**config.mk**
```make
export PLATFORM = sky130hd
export DESIGN_NAME = vga_keyboard_pic
export DESIGN_NICKNAME = d
export VERILOG_FILES = /design/src/rtl/vga_pic_pkg.sv /design/src/rtl/vga_glyph_rom.sv /design/src/rtl/vga_keyboard_pic.sv
export SDC_FILE = /design/constraint.sdc
export NUM_CORES = 1
export LEC_CHECK = 0
export ABC_AREA = 1
export CAP_MARGIN = 20
export CORE_ASPECT_RATIO = 1.2
export CORE_MARGIN = 5
export CORE_UTILIZATION = 60
export CTS_CLUSTER_DIAMETER = 120
export DETAILED_ROUTE_END_ITERATION = 8
export GPL_TIMING_DRIVEN = 0
export PLACE_DENSITY = 0.86
export SKIP_CTS_REPAIR_TIMING = 1
export SYNTH_ARGS = -nofsm -noshare
export SYNTH_HDL_FRONTEND = slang
export SYNTH_SLANG_ARGS = --single-unit
```
**constraint.sdc**
```tcl
create_clock -name vga_clk -period 4.3 [get_ports vga_clk]
set_input_delay 0.645 -clock vga_clk [delete_from_list [all_inputs] [get_ports vga_clk]]
set_output_delay 0.645 -clock vga_clk [all_outputs]
set_load 0.01 [all_outputs]
```
**src/rtl/vga_pic_pkg.sv**
```systemverilog
// Shared colours, song codes and pipeline types for the keyboard/banner pixel generator.
package vga_pic_pkg;

    localparam logic [11:0] BLACK  = 12'h000;
    localparam logic [11:0] WHITE  = 12'hFFF;
    localparam logic [11:0] GRAY   = 12'h888;
    localparam logic [11:0] RED    = 12'hF00;
    localparam logic [11:0] GREEN  = 12'h0F0;
    localparam logic [11:0] BLUE   = 12'h00F;
    localparam logic [11:0] CYAN   = 12'h0FF;
    localparam logic [11:0] KEY_ON = GRAY;

    localparam int unsigned GLYPH_W = 32;
    localparam int unsigned GLYPH_H = 32;

    typedef enum logic [1:0] {
        SongNone = 2'd0,
        Song1    = 2'd1,
        Song2    = 2'd2,
        Song3    = 2'd3
    } song_e;

    localparam logic [2:0] SONG1_CHARS   = 3'd3;
    localparam logic [2:0] DEFAULT_CHARS = 3'd4;

    // Stage-1 result: solid colour, or glyph lookup with colour as background.
    typedef struct packed {
        logic        glyph;
        logic [4:0]  bit_idx;
        logic [11:0] colour;
    } pix_stage_t;

    function automatic song_e decode_song(input logic [3:0] n);
        case (n)
            4'd1:    return Song1;
            4'd2:    return Song2;
            4'd3:    return Song3;
            default: return SongNone;
        endcase
    endfunction

    function automatic logic [2:0] song_chars(input song_e s);
        return (s == Song1) ? SONG1_CHARS : DEFAULT_CHARS;
    endfunction

    function automatic logic [11:0] song_bg(input song_e s);
        case (s)
            Song1:   return CYAN;
            Song2:   return GREEN;
            Song3:   return BLUE;
            default: return RED;
        endcase
    endfunction

endpackage

```
**src/rtl/vga_glyph_rom.sv**
```systemverilog
// Banner glyph ROM: {sel, char, row} -> 32-pixel row, registered read. Bit 0 is the leftmost pixel.
module vga_glyph_rom
    import vga_pic_pkg::*;
(
    input  logic               clk_i,
    input  logic               rst_ni,
    input  logic [8:0]         addr_i,
    output logic [GLYPH_W-1:0] row_o
);

    logic [GLYPH_W-1:0] row_d, row_q;

    // Block pattern per banner/char; two blank rows top and bottom, char 3 of song 1 unused.
    function automatic logic [31:0] glyph_row(input logic [1:0] s, input logic [1:0] c,
                                              input logic [4:0] r);
        logic [31:0] base;
        base = {8{s, c}};
        if ((s == Song1 && c == 2'd3) || r < 5'd2 || r > 5'd29) begin
            return '0;
        end
        return r[2] ? (base ^ 32'hFFFF_0000) : (base ^ 32'h0000_FFFF);
    endfunction

    always_comb begin
        row_d = glyph_row(addr_i[8:7], addr_i[6:5], addr_i[4:0]);
    end

    always_ff @(posedge clk_i or negedge rst_ni) begin
        if (!rst_ni) begin
            row_q <= '0;
        end else begin
            row_q <= row_d;
        end
    end

    assign row_o = row_q;

endmodule

```
**src/rtl/vga_keyboard_pic.sv**
```systemverilog
// Piano-keyboard plus song-banner pixel generator; two-stage pipeline from (pix_x, pix_y) to pix_data.
module vga_keyboard_pic
    import vga_pic_pkg::*;
#(
    parameter int unsigned H_VALID      = 640,
    parameter int unsigned V_VALID      = 480,
    parameter int unsigned NUM_KEYS     = 7,
    parameter int unsigned KEY_W        = 40,
    parameter int unsigned BANNER_X0    = 448,
    parameter int unsigned BANNER_Y0    = 0,
    parameter int unsigned HOLD_FRAMES  = 8,
    parameter int unsigned BLINK_FRAMES = 30
) (
    input  logic                vga_clk,
    input  logic                sys_rst_n,
    input  logic [9:0]          pix_x,
    input  logic [9:0]          pix_y,
    input  logic [NUM_KEYS-1:0] status,
    input  logic [3:0]          num,
    output logic [11:0]         pix_data
);

    localparam logic [10:0] KEYS_END = 11'(NUM_KEYS * KEY_W);
    localparam logic [10:0] BAN_X0   = 11'(BANNER_X0);
    localparam logic [10:0] BAN_Y0   = 11'(BANNER_Y0);
    localparam logic [10:0] BAN_Y1   = 11'(BANNER_Y0 + GLYPH_H);
    localparam logic [10:0] X_END    = 11'(H_VALID);
    localparam logic [10:0] Y_END    = 11'(V_VALID);
    localparam int unsigned HOLD_W   = (HOLD_FRAMES > 0) ? $clog2(HOLD_FRAMES + 1) : 1;
    localparam int unsigned BLINK_W  = (BLINK_FRAMES > 1) ? $clog2(BLINK_FRAMES) : 1;

    logic                frame_start;
    logic [10:0]         px, py, ban_x1;
    logic [6:0]          rel_x;
    logic [4:0]          rel_y;
    logic [2:0]          chars;
    logic                in_box;
    logic [8:0]          rom_addr;
    logic [GLYPH_W-1:0]  rom_row;
    logic [NUM_KEYS-1:0] lit;

    song_e               sel_d, sel_q;
    logic [HOLD_W-1:0]   hold_d [NUM_KEYS];
    logic [HOLD_W-1:0]   hold_q [NUM_KEYS];
    logic [BLINK_W-1:0]  blink_cnt_d, blink_cnt_q;
    logic                blink_phase_d, blink_phase_q;
    pix_stage_t          stage_d, stage_q;
    logic [11:0]         pix_data_d, pix_data_q;

    assign frame_start = (pix_x == 10'd0) && (pix_y == 10'd0);

    // Per-frame state: song latch, key hold timers and banner blink.
    always_comb begin
        sel_d         = frame_start ? decode_song(num) : sel_q;
        blink_cnt_d   = blink_cnt_q;
        blink_phase_d = blink_phase_q;
        if (frame_start) begin
            if (blink_cnt_q == BLINK_W'(BLINK_FRAMES - 1)) begin
                blink_cnt_d   = '0;
                blink_phase_d = ~blink_phase_q;
            end else begin
                blink_cnt_d = blink_cnt_q + BLINK_W'(1);
            end
        end
        for (int unsigned k = 0; k < NUM_KEYS; k++) begin
            hold_d[k] = hold_q[k];
            lit[k]    = status[k] | (hold_q[k] != '0);
            if (status[k]) begin
                hold_d[k] = HOLD_W'(HOLD_FRAMES);
            end else if (frame_start && hold_q[k] != '0) begin
                hold_d[k] = hold_q[k] - HOLD_W'(1);
            end
        end
    end

    // Stage 1: region decode and glyph ROM address.
    always_comb begin
        px       = {1'b0, pix_x};
        py       = {1'b0, pix_y};
        chars    = song_chars(sel_q);
        ban_x1   = BAN_X0 + {3'b000, chars, 5'b00000};
        rel_x    = 7'(px - BAN_X0);
        rel_y    = 5'(py - BAN_Y0);
        in_box   = (px >= BAN_X0) && (px < ban_x1) && (py >= BAN_Y0) && (py < BAN_Y1);
        rom_addr = {sel_q, rel_x[6:5], rel_y};

        stage_d.glyph   = 1'b0;
        stage_d.bit_idx = rel_x[4:0];
        stage_d.colour  = BLACK;
        if (px >= X_END || py >= Y_END) begin
            stage_d.colour = BLACK;
        end else if (px < KEYS_END) begin
            stage_d.colour = WHITE;
            for (int unsigned k = 0; k < NUM_KEYS; k++) begin
                if (px >= 11'(k * KEY_W) && px < 11'((k + 1) * KEY_W)) begin
                    if (px == 11'(k * KEY_W + KEY_W - 1)) begin
                        stage_d.colour = BLACK;
                    end else if (lit[k]) begin
                        stage_d.colour = KEY_ON;
                    end
                end
            end
        end else if (px < BAN_X0) begin
            stage_d.colour = WHITE;
        end else if (in_box) begin
            if (sel_q == SongNone && blink_phase_q) begin
                stage_d.colour = RED;
            end else begin
                stage_d.glyph  = 1'b1;
                stage_d.colour = song_bg(sel_q);
            end
        end else begin
            stage_d.colour = CYAN;
        end
    end

    // Stage 2: glyph bit select, ROM row arrives aligned with stage_q.
    always_comb begin
        pix_data_d = (stage_q.glyph && rom_row[stage_q.bit_idx]) ? BLACK : stage_q.colour;
    end

    vga_glyph_rom u_glyph_rom (
        .clk_i  (vga_clk),
        .rst_ni (sys_rst_n),
        .addr_i (rom_addr),
        .row_o  (rom_row)
    );

    always_ff @(posedge vga_clk or negedge sys_rst_n) begin
        if (!sys_rst_n) begin
            sel_q         <= SongNone;
            blink_cnt_q   <= '0;
            blink_phase_q <= 1'b0;
            stage_q       <= '0;
            pix_data_q    <= BLACK;
            for (int unsigned k = 0; k < NUM_KEYS; k++) begin
                hold_q[k] <= '0;
            end
        end else begin
            sel_q         <= sel_d;
            blink_cnt_q   <= blink_cnt_d;
            blink_phase_q <= blink_phase_d;
            stage_q       <= stage_d;
            pix_data_q    <= pix_data_d;
            for (int unsigned k = 0; k < NUM_KEYS; k++) begin
                hold_q[k] <= hold_d[k];
            end
        end
    end

    assign pix_data = pix_data_q;

endmodule

```
==> metrics, run 1 <==
drt first-iter violations=approximately 130; drt total wl=approximately 7.6 mm; post-synth top area cell=dfrtp_1; Tot Pwr=approximately 1500 µW; ys async rst share=100%; post-DR wirelength/cell=roughly 13 µm; register area share after synthesis=between 40% and 50%; root buf cell=clkbuf_8; Util after Layout=about 75%; starting density of the core=about three fifths; Longest Clk Path Bufs=2; Reg clk slew, reported paths=about 0.070 ns; area delta synth->final=21.4%; placed insts=~570; Mapped Area=about 0.0035 mm²; IO Port Bufs=between 40 and 50; initial antenna violation count=0; Via Count=approximately 3200; largest net degree at the start of global routing=40; Yosys top cell area share=between 40% and 50%; gate count after technology mapping=between 400 and 500; core area=about 0.0056 mm²; H-tree depth=3; Nets=568; WS Path Type=in -> reg; Sequential Power Share=a little over two fifths; crit path launch=pix_x[9]; Worst Hold Class=in -> async; RR Endpoint=stage_q[7]$_DFF_PN0_; Power Density=353 mW/mm²; Yosys reg bits=60; Slew headroom=between 30% and 40%; Final Max Tran Viols=0; arrival time worst endpoint=between 2 and 2.5 ns; final worst path period need=roughly 2.2 ns; All-Layer GR Usage=around 22%; Synth area leaders=dfrtp_1 43%, nand2_1 12%, nand3_1 8.1%, nor2_1 7.9%, inv_1 6.9%; Placer Congestion=between 0.8 and 0.9; syn nets=roughly 510; Yosys warnings=0; final worst path period share=roughly 51%; Sink Count=60; kind of end point of the critical path=register; I/O pin count=between 40 and 50; Post-synth top flop=dfrtp_1; Comb power frac=~18%; status=finished, final reports clean; Cell Int Power=about 1100 µW; first-pass GRT wire length=about 13 mm; number of core rows=30; R2R cell count=11; Setup TNS=0 ns; vias in the first global route=3165; leakage=~0.0022 µW; Setup crit end=hold_q[0]$_DFFE_PN0P_; Reg2Reg Setup Slack=about 2.4 ns; RSZ-0062 raised after global routing=false; Slew @ Worst Pin=~0.95 ns; synth cell count leaders=109 x nand2_1, 73 x nor2_1, 64 x inv_1; Layout Cells excl Fill=a little under 600; Antenna Nets Post-Route=0; Post-Syn Area per Cell=roughly 7.4 µm²; max-cap viol count=0; skew final=about 0.008 ns; final hold viol count=0; Worst-Skew Late Latency=between 0.3 and 0.4 ns; First-pass DRT Iterations=4; Worst Setup Start Kind=input pin; f_max=between 400 and 500 MHz; routed vias/inst=around 5.4; RR Startpoint=sel_q[1]$_DFFE_PN0P_; CP Data Required Time=around 4.6 ns; share of cells above drive strength 1=roughly 7.4%; sw frac=roughly 28%; Clk pwr share=38.6%; n_diodes=0; CTS tree=yes; Worst VDD drop=0.217 mV; Die Wd=roughly 79 µm; final setup vio count=0; largest fanout on the critical path=10; die area=~0.0074 mm²; gr ovfl total=0; Sw Pwr=around 410 µW; library cells used by synthesis=26; DP HPWL=~5.7 mm; most numerous cell in the Yosys netlist=nand2_1; Num CTS Buffers=9; Vert. Die Dim=slightly above 90 µm; Post-synth EDFFs=0; Post-route DRC=0
[cells by family after synthesis]
logic type      count (synthesis)  share of synthesized area, %
compound gates                 39                          6.14
buf+inv                        77                          9.32
fa+ha+maj                      14                          5.06
simple gates                  263                          32.6
xor+xnor                       14                          3.54
flops                          60                          43.4
[cell type report]
cell class | count | area, µm²
buffer | 11 | 75.1
clock buffer | 10 | 138
clock inverter | 6 | 86.3
fill | 421 | 1430
inverter | 66 | 248
multi-input combinational | 330 | 1640
sequential | 60 | 1500
tap | 64 | 80.1
timing repair buffer | 43 | 435
[worst min-delay path by stage]
stage | from | end | slack, ns
after detailed placement | stage_q[11]$_DFF_PN0_ | pix_data[11]$_DFF_PN0_ | 0.42
after CTS | sys_rst_n | u_glyph_rom.row_o[28]$_DFF_PN0_ | 0.28
after floorplan | sys_rst_n | blink_cnt_q[0]$_DFFE_PN0P_ | 0.35
final | sys_rst_n | u_glyph_rom.row_o[28]$_DFF_PN0_ | 0.27
after global placement | stage_q[11]$_DFF_PN0_ | pix_data[11]$_DFF_PN0_ | 0.41
after global routing | sys_rst_n | u_glyph_rom.row_o[28]$_DFF_PN0_ | 0.30
[power groups by stage]
stage	combinational [µW]	sequential (µW)	clock, µW
2_1_floorplan	168	648	0
3_3_place_gp	250	651	0
3_5_place_dp	264	654	0
4_1_cts	268	644	577
5_1_grt	308	649	602
6_report	267	644	573
[flip-flops by register name, indices dropped and copies added (netlist names)]
register,count
blink_cnt_q,5
pix_data,6
hold_q,28
stage_q,10
blink_phase_q,1
u_glyph_rom.row_o,8
sel_q,2
[metrics by stage]
stage          worst slack [ns]  hold WS, ns  instance area (µm²)
6_report                   2.12        0.267                 4200
4_1_cts                    2.12        0.276                 4200
3_5_place_dp               1.79        0.422                 3980
3_3_place_gp              0.742        0.414                 3960
2_1_floorplan              2.55        0.349                 3460
5_1_grt                    1.97        0.299                 4200
[critical path: stages]
cell	delay, ns
clkdlybuf4s50_1	0.48
nor2_1	0.26
nand3_1	0.11
nor2_1	0.14
nand3_1	0.15
inv_2	0.21
buf_4	0.21
nand3_1	0.09
a21oi_1	0.16
[metal layers]
| metal | vias up | share of wire [%] | wire (µm) | track usage, % |
|---|---|---|---|---|
| met1 | 1494 | 40 | 3060 | 23.6 |
| met4 | 0 | 1.8 | 138 | 7.74 |
| met2 | 79 | 53 | 4070 | 42.5 |
| met5 | - | 0 | 0 | 0 |
| met3 | 14 | 4.5 | 339 | 5.97 |
| li1 | 1596 | - | - | - |
[layout by cell type (no fill, tap or decap), types with 2 or more instances in the layout]
cell type / synthesis / final
nand3b_1: 2 / 2
clkbuf_8: 0 / 10
nand4_1: 11 / 11
nand2_1: 109 / 109
inv_2: 2 / 2
o221ai_1: 2 / 2
buf_4: 8 / 8
bufinv_16: 0 / 2
a21oi_1: 10 / 10
xor2_1: 11 / 11
ha_1: 14 / 14
clkdlybuf4s50_1: 0 / 41
or2_2: 6 / 6
o21ai_0: 23 / 23
xnor2_1: 3 / 3
nor2_1: 73 / 73
inv_1: 64 / 64
buf_2: 3 / 4
dfrtp_1: 60 / 60
nand3_1: 56 / 56
clkinv_2: 0 / 2
nor3_1: 2 / 2
(Power assumes the default switching activity.)
==> inputs of run 2 (changes only) <==
CORE_UTILIZATION = 55   (was 60)
PLACE_DENSITY = 0.8   (was 0.86)
clock period = 2.3 ns   (was 4.3 ns; I/O delays follow)
==> metrics, run 2 (synthesis gave the netlist of run 1 again) <==
RR Startpoint=sel_q[1]$_DFFE_PN0P_; Tot Pwr=2940 µW (+98%); Antenna Nets Post-Route=0 (unchanged); Cell Int Power=2200 µW (+110%); skew final=0.00707 ns (-0.00102 ns); Worst Setup Start Kind=register; drt first-iter violations=117 (-9.3%); First-pass DRT Iterations=4 (unchanged); Sink Count=60 (unchanged); number of core rows=31 (+3.3%); die area=0.00799 mm² (+8.0%); vias in the first global route=3085 (-2.5%); share of cells above drive strength 1=7.40% (-0.014 points); Slew @ Worst Pin=0.966 ns (+0.0199 ns); H-tree depth=3 (unchanged); crit path launch=sel_q[1]$_DFFE_PN0P_; IO Port Bufs=42 (unchanged); R2R cell count=11 (unchanged); Placer Congestion=0.909 (+2.7%); All-Layer GR Usage=19.9% (-2.5 points); Via Count=3155 (-0.88%); most frequent cells in the layout=109 x nand2_1, 73 x nor2_1, 64 x inv_1; Worst VDD drop=0.467 mV (+120%); gr ovfl total=0 (unchanged); CTS tree=yes; max FFs per register=28 (unchanged); Sw Pwr=734 µW (+78%); kind of end point of the critical path=register; post-DR wirelength/cell=12.2 µm (-5.2%); Num CTS Buffers=9 (unchanged); final hold viol count=0 (unchanged); drt total wl=7.44 mm (-2.2%); WS Path Type=reg -> reg; RR Endpoint=stage_q[6]$_DFF_PN0_; final worst path period need=1.95 ns; Post-Place Setup Slack=0.100 ns (-1.69 ns); final setup vio count=0 (unchanged); Reg2Reg Setup Slack=0.35 ns (-2.05 ns); starting density of the core=56.9% (-4.6 points); hold endpoint=u_glyph_rom.row_o[28]$_DFF_PN0_; commonest non-fill, non-tap cell in the layout=nand2_1; I/O pin count=45 (unchanged); first-pass GRT wire length=12.7 mm (-2.5%); initial antenna violation count=0 (unchanged); status=finished, final reports clean; Slew headroom=34.6% (-1.3 points); core area=0.00609 mm² (+8.2%); Sequential Power Share=40.9% (-2.5 points); largest fanout on the critical path=4 (-6); sw frac=25.0% (-2.8 points); final setup margin=0.346 ns (-1.77 ns); routed vias/inst=5.18 (-4.0%); Worst-Skew Late Latency=0.33 ns (about the same); Die Wd=82.4 µm (+3.9%); RSZ-0062 raised after global routing=false; CP Data Required Time=2.52 ns (-2.05 ns); root buf cell=clkbuf_8; Reg clk slew, reported paths=0.07 ns (about the same); Comb power frac=16.9% (-1.1 points); largest net degree at the start of global routing=41 (+2.5%); max-cap viol count=0 (unchanged); DP HPWL=5.63 mm (-1.3%); leakage=0.00219 µW (+1.3%); Post-route DRC=0 (unchanged); Hold Path Depth=4; Clk pwr share=42.2% (+3.6 points); Worst Hold Class=in -> reg; final worst path period share=between 80 and 90%; Longest Clk Path Bufs=2 (unchanged); arrival time worst endpoint=2.17 ns (-0.28 ns); Nets=569 (+0.18%); n_diodes=0 (unchanged); most flop-heavy register=hold_q; f_max=slightly above 500 MHz; Final Max Tran Viols=0 (unchanged); Power Density=686 mW/mm² (+94%); Vert. Die Dim=96.9 µm (+4.0%); critical hold path startpoint=pix_x[5]; area delta synth->final=23.6%
run 2: cell count changes in the layout (fill, tap and decap cells not counted), sizes merged:
cell         delta
clkinvlp        -1
clkbuf          +3
clkinv          -2
bufinv          +1
dlygate4sd3     +1
inv             -1
run 2: metal layers:
metal	vias up	GRT usage [%]	part of all wire [%]	wire length, µm
met5	-	0	0	0
met4	0	9.08	1.8	133
met2	70	35.1	51	3800
li1	1593	-	-	-
met3	14	3.90	4.9	367
met1	1478	22.4	42	3140
run 2: per-stage QoR:
step | hold slack [ns] | TNS, ns | util (%) | std cells | area (µm²)
after global routing | 0.385 | 0 | 70.3 | 609 | 4280
final | 0.388 | 0 | 70.3 | 609 | 4280
after CTS | -0.0178 | 0 | 70.1 | 608 | 4270
after detailed placement | 0.339 | 0 | 65.7 | 592 | 4000
after floorplan | 0.0494 | 0 | - | 467 | 3460
after global placement | 0.414 | -57.45 | 65.5 | 591 | 3990
run 2: critical path, cell delays in order (launching register included):
cell and delay, ns:
dfrtp_1 0.39, inv_1 0.11, ha_1 0.23, ha_1 0.27
o21ai_0 0.07, nand3b_1 0.09, nand2_1 0.07, nand2_1 0.05
nor2_1 0.16, inv_1 0.08, o21ai_0 0.23, nor2_1 0.09
run 2: layout make-up:
type / instances / area [µm²]
clock inverter: 3 / 90.1
fill: 513 / 1810
tap: 82 / 103
multi-input combinational: 330 / 1640
sequential: 60 / 1500
clock buffer: 13 / 179
inverter: 66 / 248
buffer: 11 / 75.1
timing repair buffer: 44 / 445
run 2: power groups by stage:
| stage | clock network (µW) | logic (µW) | registers [µW] |
|---|---|---|---|
| after floorplan | 0 | 314 | 1210 |
| after global placement | 0 | 468 | 1220 |
| after detailed placement | 0 | 493 | 1220 |
| after CTS | 1250 | 499 | 1200 |
| after global routing | 1310 | 569 | 1210 |
| final | 1240 | 496 | 1200 |
run 2: worst max path at each step:
| stage | slack [ns] | end |
|---|---|---|
| 2_1_floorplan | 0.60 | stage_q[6]$_DFF_PN0_ |
| 3_3_place_gp | -0.96 | hold_q[11]$_DFFE_PN0P_ |
| 3_5_place_dp | 0.10 | stage_q[6]$_DFF_PN0_ |
| 4_1_cts | 0.33 | stage_q[6]$_DFF_PN0_ |
| 5_1_grt | 0.13 | stage_q[6]$_DFF_PN0_ |
| 6_report | 0.35 | stage_q[6]$_DFF_PN0_ |
==> inputs of run 3 (changes only) <==
clock period = 1.8 ns   (was 2.3 ns; I/O delays follow)
==> metrics, run 3 (synthesis gave the netlist of run 1 again) <==
Sequential Power Share=40.7% (-0.2 points); sw frac=25.4% (+0.38 points); final setup margin=0.00439 ns (-0.342 ns); largest net degree at the start of global routing=41 (unchanged); CTS tree=yes; starting density of the core=56.9% (unchanged); Via Count=3216 (+1.9%); R2R cell count=11 (unchanged); initial antenna violation count=0 (unchanged); RR Endpoint=stage_q[11]$_DFF_PN0_; Comb power frac=17.2% (+0.3 points); final worst path period need=1.80 ns (-0.158 ns); leakage=0.00223 µW (+1.5%); skew final=0.00414 ns (-0.00293 ns); die area=0.00799 mm² (unchanged); number of core rows=31 (unchanged); H-tree depth=3 (unchanged); I/O pin count=45 (unchanged); RR Startpoint=sel_q[0]$_DFFE_PN0P_; most frequent cells in the layout=97 x nand2_1, 68 x nor2_1, 62 x inv_1; Worst Hold Class=in -> reg; DP HPWL=5.63 mm (unchanged); Sink Count=60 (unchanged); Placer Congestion=0.909 (unchanged); Cell Int Power=2820 µW (+28%); final worst path period share=99.8% (+15 points); Sw Pwr=958 µW (+31%); CP Data Required Time=2.07 ns (-0.45 ns); Reg2Reg Setup Slack=0.004 ns (-0.34 ns); Reg clk slew, reported paths=0.07 ns (about the same); Longest Clk Path Bufs=2 (unchanged); Post-route DRC=0 (unchanged); All-Layer GR Usage=19.9% (unchanged); Post-Place Setup Slack=-0.325 ns (-0.425 ns); max-cap viol count=0 (unchanged); share of cells above drive strength 1=13.2% (+5.8 points); Worst-Skew Late Latency=0.34 ns (about the same); arrival time worst endpoint=2.06 ns (-0.11 ns); Setup crit end=stage_q[11]$_DFF_PN0_; status=finished, final reports clean; final setup vio count=0 (unchanged); First-pass DRT Iterations=4 (unchanged); max FFs per register=28 (unchanged); crit path launch=sel_q[0]$_DFFE_PN0P_; Clk pwr share=42.1% (about the same); drt first-iter violations=144 (+23%); most flop-heavy register=hold_q; drt total wl=7.91 mm (+6.3%); post-DR wirelength/cell=12.9 µm (+5.5%); RSZ-0062 raised after global routing=true; largest fanout on the critical path=4 (unchanged); Final Max Tran Viols=0 (unchanged); Slew headroom=60.0% (+25 points); first-pass GRT wire length=12.7 mm (unchanged); IO Port Bufs=42 (unchanged); root buf cell=clkbuf_8; Power Density=854 mW/mm² (+25%); Num CTS Buffers=9 (unchanged); f_max=557 MHz (+8.8%); Slew @ Worst Pin=0.599 ns (-0.367 ns); vias in the first global route=3085 (unchanged); Antenna Nets Post-Route=0 (unchanged); Worst Setup Start Kind=register; WS Path Type=reg -> reg; core area=0.00609 mm² (unchanged); Nets=574 (+0.88%); commonest non-fill, non-tap cell in the layout=nand2_1; Die Wd=82.4 µm (unchanged); area delta synth->final=27.7%; kind of end point of the critical path=register; gr ovfl total=0 (unchanged); Vert. Die Dim=96.9 µm (unchanged); n_diodes=0 (unchanged); Worst VDD drop=0.649 mV (+39%); final hold viol count=0 (unchanged); routed vias/inst=5.24 (+1.1%); Tot Pwr=3780 µW (+29%)
[run 3: stage by stage]
step / utilization, % / hold slack [ns] / std cells / TNS, ns / cell area, µm²
6_report: 72.6 / 0.248 / 614 / 0 / 4420
5_1_grt: 72.6 / 0.246 / 614 / -0.442 / 4420
4_1_cts: 70.1 / -0.0928 / 608 / -1.11 / 4270
3_5_place_dp: 65.7 / 0.264 / 592 / -13.14 / 4000
3_3_place_gp: 65.5 / 0.414 / 591 / -95.64 / 3990
2_1_floorplan: - / -0.0256 / 467 / 0 / 3460
[run 3: cell type report]
type                       count  area (µm²)
multi-input combinational    330        1730
fill                         496        1670
sequential                    60        1500
timing repair buffer          48         478
inverter                      66         250
clock buffer                  13         179
tap                           82         103
clock inverter                 3        90.1
buffer                        11        83.8
timing repair inverter         1        7.51
[run 3: how the worst min path moves through the flow]
stage                                    start                               to  slack (ns)  cells after the start
final                                 pix_x[4]            stage_q[16]$_DFF_PN0_        0.25                      1
after global placement    stage_q[7]$_DFF_PN0_            pix_data[7]$_DFF_PN0_        0.41                      2
after detailed placement             sys_rst_n  u_glyph_rom.row_o[12]$_DFF_PN0_        0.26                      1
after global routing                  pix_x[4]            stage_q[16]$_DFF_PN0_        0.25                      1
after floorplan                      sys_rst_n       blink_cnt_q[0]$_DFFE_PN0P_       -0.03                      0
after CTS                            sys_rst_n  u_glyph_rom.row_o[12]$_DFF_PN0_       -0.09                      1
[run 3: worst max-delay path: stages (launching register included)]
cell	delay, ns
dfrtp_2	0.45
ha_4	0.18
ha_1	0.26
o21ai_1	0.08
nand3b_1	0.11
nand2_1	0.09
nand2_1	0.06
nor2_2	0.17
nand2_1	0.08
nand2_1	0.07
nand2_2	0.07
nor2_2	0.12
[run 3: power groups by stage]
stage	clock [µW]	sequential, µW	combinational [µW]
global placement	0	1560	597
global route	1670	1550	744
floorplan	0	1550	401
CTS	1600	1540	637
detailed placement	0	1560	631
finish	1590	1540	652
[run 3: metal layers]
metal | wire, µm | track usage, %
met1 | 3290 | 22.4
met2 | 4100 | 35.1
met3 | 397 | 3.90
met4 | 125 | 9.08
met5 | 0 | 0
